**src/rtl/pipelined_add_sub_pkg.sv**
```systemverilog
// Shared types and helpers for the carry-chunked pipelined adder/subtractor.
package pipelined_add_sub_pkg;

  localparam int unsigned FLAG_W = 4;

  typedef struct packed {
    logic ovf;
    logic neg;
    logic zero;
    logic carry;
  } alu_flags_t;

  // Width of one carry chunk; WIDTH is required to be a multiple of STAGES.
  function automatic int unsigned chunk_w(input int unsigned width, input int unsigned stages);
    return width / stages;
  endfunction

endpackage

```
**src/rtl/pipelined_add_sub_add_chunk_stage.sv**
```systemverilog
// One CHUNK-bit slice of the carry chain: registered add with carry in/out, holds on stall.
module add_chunk_stage
  import pipelined_add_sub_pkg::*;
#(
  parameter int unsigned CHUNK = 8
) (
  input  logic             clk,
  input  logic             rst_n,
  input  logic             i_en,
  input  logic [CHUNK-1:0] i_a,
  input  logic [CHUNK-1:0] i_b,
  input  logic             i_c,
  output logic [CHUNK-1:0] o_s,
  output logic             o_c
);

  localparam int unsigned SUM_W = CHUNK + 1;

  logic [SUM_W-1:0] w_sum;

  assign w_sum = {1'b0, i_a} + {1'b0, i_b} + SUM_W'(i_c);

  always_ff @(posedge clk or negedge rst_n) begin
    if (!rst_n) begin
      o_s <= '0;
      o_c <= 1'b0;
    end else if (i_en) begin
      o_s <= w_sum[CHUNK-1:0];
      o_c <= w_sum[CHUNK];
    end
  end

endmodule

```
**src/rtl/pipelined_add_sub.sv**
```systemverilog
// STAGES-deep carry-chunked adder/subtractor with valid/ready flow control.
// Define PIPE_ADD_FLAGS_EN to add the {ovf,neg,zero,carry} flags output.
module pipelined_add_sub
  import pipelined_add_sub_pkg::*;
#(
  parameter int unsigned WIDTH  = 32,
  parameter int unsigned STAGES = 4
) (
  input  logic              clk,
  input  logic              rst_n,
  input  logic              in_valid,
  output logic              in_ready,
  input  logic [WIDTH-1:0]  a,
  input  logic [WIDTH-1:0]  b,
  input  logic              sub,
  input  logic              cin,
  output logic              out_valid,
  input  logic              out_ready,
  output logic [WIDTH-1:0]  sum,
  output logic              cout
`ifdef PIPE_ADD_FLAGS_EN
  ,
  output logic [FLAG_W-1:0] flags
`endif
);

  localparam int unsigned CHUNK = chunk_w(WIDTH, STAGES);

  logic              w_advance;
  logic [WIDTH-1:0]  w_b_eff;
  logic [WIDTH-1:0]  w_sum;
  logic [STAGES-1:0] r_v;
  // Per-stage operand copies (pending high chunks) and completed low result chunks.
  logic [WIDTH-1:0]  r_a  [STAGES];
  logic [WIDTH-1:0]  r_b  [STAGES];
  logic [WIDTH-1:0]  r_lo [STAGES];
  logic [CHUNK-1:0]  w_s  [STAGES];
  logic              w_c  [STAGES];

  assign w_advance = !r_v[STAGES-1] || out_ready;
  assign in_ready  = w_advance;
  assign w_b_eff   = sub ? ~b : b;

  // Valid chain and forwarding registers; the whole pipe freezes when the tail is blocked.
  always_ff @(posedge clk or negedge rst_n) begin
    if (!rst_n) begin
      r_v <= '0;
      for (int unsigned k = 0; k < STAGES; k++) begin
        r_a[k]  <= '0;
        r_b[k]  <= '0;
        r_lo[k] <= '0;
      end
    end else if (w_advance) begin
      r_v[0] <= in_valid;
      r_a[0] <= a;
      r_b[0] <= w_b_eff;
      for (int unsigned k = 1; k < STAGES; k++) begin
        r_v[k]  <= r_v[k-1];
        r_a[k]  <= r_a[k-1];
        r_b[k]  <= r_b[k-1];
        r_lo[k] <= r_lo[k-1];
        r_lo[k][(k-1)*CHUNK +: CHUNK] <= w_s[k-1];
      end
    end
  end

  for (genvar k = 0; k < STAGES; k++) begin : g_stage
    logic [CHUNK-1:0] w_ca;
    logic [CHUNK-1:0] w_cb;
    logic             w_ci;

    if (k == 0) begin : g_first
      assign w_ca = a[CHUNK-1:0];
      assign w_cb = w_b_eff[CHUNK-1:0];
      assign w_ci = cin;
    end else begin : g_rest
      assign w_ca = r_a[k-1][k*CHUNK +: CHUNK];
      assign w_cb = r_b[k-1][k*CHUNK +: CHUNK];
      assign w_ci = w_c[k-1];
    end

    add_chunk_stage #(
      .CHUNK (CHUNK)
    ) u_add (
      .clk   (clk),
      .rst_n (rst_n),
      .i_en  (w_advance),
      .i_a   (w_ca),
      .i_b   (w_cb),
      .i_c   (w_ci),
      .o_s   (w_s[k]),
      .o_c   (w_c[k])
    );
  end

  // Final result: forwarded low chunks with the top chunk from the last slice.
  always_comb begin
    w_sum = r_lo[STAGES-1];
    w_sum[(STAGES-1)*CHUNK +: CHUNK] = w_s[STAGES-1];
  end

  assign sum       = w_sum;
  assign cout      = w_c[STAGES-1];
  assign out_valid = r_v[STAGES-1];

`ifdef PIPE_ADD_FLAGS_EN
  alu_flags_t w_flags;

  // Flags read as zero while no result is presented, so reset leaves them clear.
  always_comb begin
    w_flags = '0;
    if (r_v[STAGES-1]) begin
      w_flags.carry = w_c[STAGES-1];
      w_flags.zero  = (w_sum == '0);
      w_flags.neg   = w_sum[WIDTH-1];
      w_flags.ovf   = (r_a[STAGES-1][WIDTH-1] == r_b[STAGES-1][WIDTH-1]) &&
                      (w_sum[WIDTH-1] != r_a[STAGES-1][WIDTH-1]);
    end
  end

  assign flags = w_flags;
`endif

endmodule

```
**config.mk**
```make
export PLATFORM = sky130hd
export DESIGN_NAME = pipelined_add_sub
export DESIGN_NICKNAME = d
export VERILOG_FILES = /design/src/rtl/pipelined_add_sub_pkg.sv /design/src/rtl/pipelined_add_sub_add_chunk_stage.sv /design/src/rtl/pipelined_add_sub.sv
export SDC_FILE = /design/constraint.sdc
export NUM_CORES = 1
export LEC_CHECK = 0
export BUFFER_PORTS_ARGS = -buffer_cell sky130_fd_sc_hd__buf_2
export CORE_ASPECT_RATIO = 1.2
export CORE_MARGIN = 2
export CORE_UTILIZATION = 60
export CTS_CLUSTER_SIZE = 12
export DETAILED_ROUTE_END_ITERATION = 7
export PLACE_DENSITY = 0.87
export SETUP_SLACK_MARGIN = 0.15
export SYNTH_ARGS = -nofsm -noshare
export SYNTH_HDL_FRONTEND = slang
export SYNTH_SLANG_ARGS = --single-unit
export TNS_END_PERCENT = 5
```
**constraint.sdc**
```tcl
create_clock -name clk -period 5.1 [get_ports clk]
set_clock_uncertainty 0.1 [all_clocks]
set_input_delay 1.02 -clock clk [delete_from_list [all_inputs] [get_ports clk]]
set_output_delay 1.02 -clock clk [all_outputs]
set_load 0.01 [all_outputs]
```
==> impl_metrics.yaml <==
status:
  status: "finished, final reports clean"
layout:
  multi_input_area_um2: 3433
  seqCellArea_um2: 4604
  fill_cells: 1020
  fin_nets: 1106
  area_growth_pct: 12.08
  finish.instance_area_um2: 9464
  drive_gt1_share_pct: 14.22
die:
  core_area_um2: 13760
  dieArea_um2: 15040
  initial_core_util_pct: 61.37
  core.rowCount: 47
  die_h_um: 134.0
  io_pins: 105
  die-width_um: 112.3
yosys:
  synthFlopType: "dfrtp_1"
  yosys.area.top_type: "dfrtp_1"
  yosysSeqAreaShare_pct: 54.53
  syn-num-nets: 1045
  synth_area_leaders: "dfrtp_1 55%, nand2_1 20%, ha_1 4.1%"
  avgSynthCellArea_um2: 8.993
  synth_cell_type_count: 28
  syn-cell-area_um2: 8444
  ys_async_sr_fraction_pct: 100.0
  synth_commonest_cells: "446 x nand2_1, 184 x dfrtp_1, 59 x o21ai_0"
  synth_top_area_share_pct: 54.53
  synth-edff-count: 0
  synth_seq_cells: 184
  yosys_warnings: 24
  syn_inst: 939
  synth_most_common_cell: "nand2_1"
sta:
  post-route-period-util_pct: 56.48
  fin_crit_ps: 2881
  tightest_slew_ps: 1069
  final_hold_viol_count: 0
  slew_headroom_pct: 28.76
  slew_viol_final: 0
  grt_setup_unrepaired: "false"
  setup_violations: 0
  fmax_mhz: 347.1
  setup_tns_ps: 0
worst_setup_path:
  r2r-end: "g_stage[2].u_add.o_s[6]"
  rr_startpoint: "g_stage[1].u_add.o_c"
  startpoint: "sub"
  cp-start-kind: "input port"
  regToRegSetupSlack_ps: 2560
  crit_path_end: "g_stage[0].u_add.o_s[6]"
  crit_family: "compound AO/OA/AOI/OAI gates"
  worstPathMaxFanout: 28
  crit_type: "input port to register"
  critPathRequiredTime_ps: 5270
  cp.arrival_ps: 3050
  crit_cells: 9
  crit_buf_inv: 2
  crit_path_end_kind: "register"
  slowest_stage: "buf_4"
  ff2ff_path_depth: 7
  cp_cell_sequence: "buf_2, buf_4, xor2_1, ha_1, a21oi_1, o211ai_1, a21oi_1, xor2_1, o21ai_0"
  max_stage_delay_ps: 430
route:
  dr.pass1.iters: 6
  drt_iter0_markers: 456
  postRouteAntennaNets: 0
  drc: 0
  vias: 6336
  routedWlPerCell_um: 14.29
  viasPerCell: 5.347
  wirelength_um: 16930
placed_design:
  placed_area_um2: 8862
  hpwl_um: 10660
  gp_congestion: 0.8226
  port_buffers: 104
clocking:
  clock_sinks: 184
  clk_pin_slew_worst_paths_ps: 80
  holdBufCountCts: 0
  htreeDepth: 4
  cts-resized-gates: 0
  clk_latency_ps: 430
  cts_setup_buffers: 0
  tritoncts: "built"
  cts-root-buf: "clkbuf_16"
  cts_buffer_depth: 2
  cts_buffers: 17
global_route:
  gr-usage-all-layers_pct: 23.55
  grt_pass1_wl_um: 28720
  grt_max_degree: 129
  antenna_found_initial: 1
  gr-total-overflow: 0
  grt_pass1_vias: 6199
run:
  max_cap_viol_count: 0
power_and_ir_drop:
  power.density_nw_per_um2: 628.0
  vdd_drop_max_mv: 0.5390
  leakage_uw: 0.004881
hold_path:
  hold_class: "register to register"
-- sequential cells by signal, indices dropped and copies added (netlist names) --
register	cells
r_a	24
sum	24
r_v	4
r_lo	24
g_stage.u_add.o_s	32
g_stage.w_cb	24
g_stage.u_add.o_c	4
r_b	24
g_stage.w_ca	24
-- cell families after synthesis --
| family | Yosys count | synth area share (%) |
|---|---|---|
| AO/OA/AOI/OAI | 107 | 7.260 |
| flip-flops | 184 | 54.53 |
| buffers and inverters | 77 | 4.904 |
| adder cells (fa/ha/maj) | 36 | 6.045 |
| AND/OR/NAND/NOR | 489 | 22.49 |
| XOR/XNOR | 46 | 4.771 |
-- worst register-to-register path, cell delays in order (launching register included) --
cell      delay (ps)
dfrtp_1          430
fa_1             490
fa_1             430
a21oi_1          270
o211ai_1         170
a21oi_1          260
xor2_1           150
o21ai_0           80
-- area by class of cell --
class                           count  share of cell area [%]
Antenna cell                        1                 0.02644
Clock buffer                       17                   4.495
Clock inverter                     15                   1.838
Inverter                            9                  0.3834
Multi-Input combinational cell    678                   36.28
Sequential cell                   184                   48.65
Tap cell                          171                   2.261
Timing Repair Buffer              110                   6.068
-- power breakdown --
| group | leakage (uW) | total [uW] | internal (uW) | switching (uW) |
|---|---|---|---|---|
| Sequential | 0.00223 | 2500 | 2110 | 391 |
| Combinational | 0.00236 | 2110 | 842 | 1270 |
| Clock | 0.000297 | 1330 | 706 | 626 |
-- through the flow --
| stage | power [uW] | setup slack, ps | std cells | util, % | hold slack [ps] |
|---|---|---|---|---|---|
| 2_1_floorplan | 4104 | 1865 | 939 | - | 330.0 |
| 3_3_place_gp | 4431 | 1881 | 1152 | 64.40 | 341.8 |
| 3_5_place_dp | 4570 | 1816 | 1152 | 64.40 | 351.2 |
| 4_1_cts | 5965 | 2228 | 1184 | 68.76 | 366.8 |
| 5_1_grt | 6401 | 2046 | 1185 | 68.78 | 380.9 |
| 6_report | 5944 | 2219 | 1185 | 68.78 | 361.2 |
-- per-layer routing --
| layer | GRT usage [%] | vias to the layer above | part of all wire [%] |
|---|---|---|---|
| met5 | 0 | - | 0 |
| met3 | 4.835 | 29 | 4.4 |
| li1 | - | 3093 | - |
| met4 | 8.469 | 0 | 2.0 |
| met1 | 31.51 | 3051 | 43 |
| met2 | 38.69 | 163 | 51 |
-- worst min-delay path by stage --
stage | end | startpoint | cells after the start | slack (ps)
after global routing | g_stage[3].u_add.o_s[1] | g_stage[3].u_add.o_s[1] | 2 | 380
after floorplan | r_v[2] | r_v[2] | 2 | 330
after global placement | r_v[2] | r_v[2] | 2 | 340
final | sum[2] | sum[2] | 2 | 360
after CTS | r_lo[65] | g_stage[0].u_add.o_s[1] | 2 | 370
after detailed placement | sum[2] | sum[2] | 2 | 350
-- placed cells by master (no fill, tap or decap), types with 5 or more instances in the layout --
cell       instances
nand2b_1           5
nor3_1            17
a211oi_1           6
o211ai_1           8
xor2_1            17
or3_1              5
nand2_1          446
buf_4              6
buf_2            103
xnor2_1           29
fa_1               8
a21oi_1           17
nor2b_1            5
clkbuf_16         17
inv_1              8
ha_1              28
nor2_1             9
o21ai_0           59
dfrtp_1          184
inv_6              5
Power figures use the tool's default switching activity.
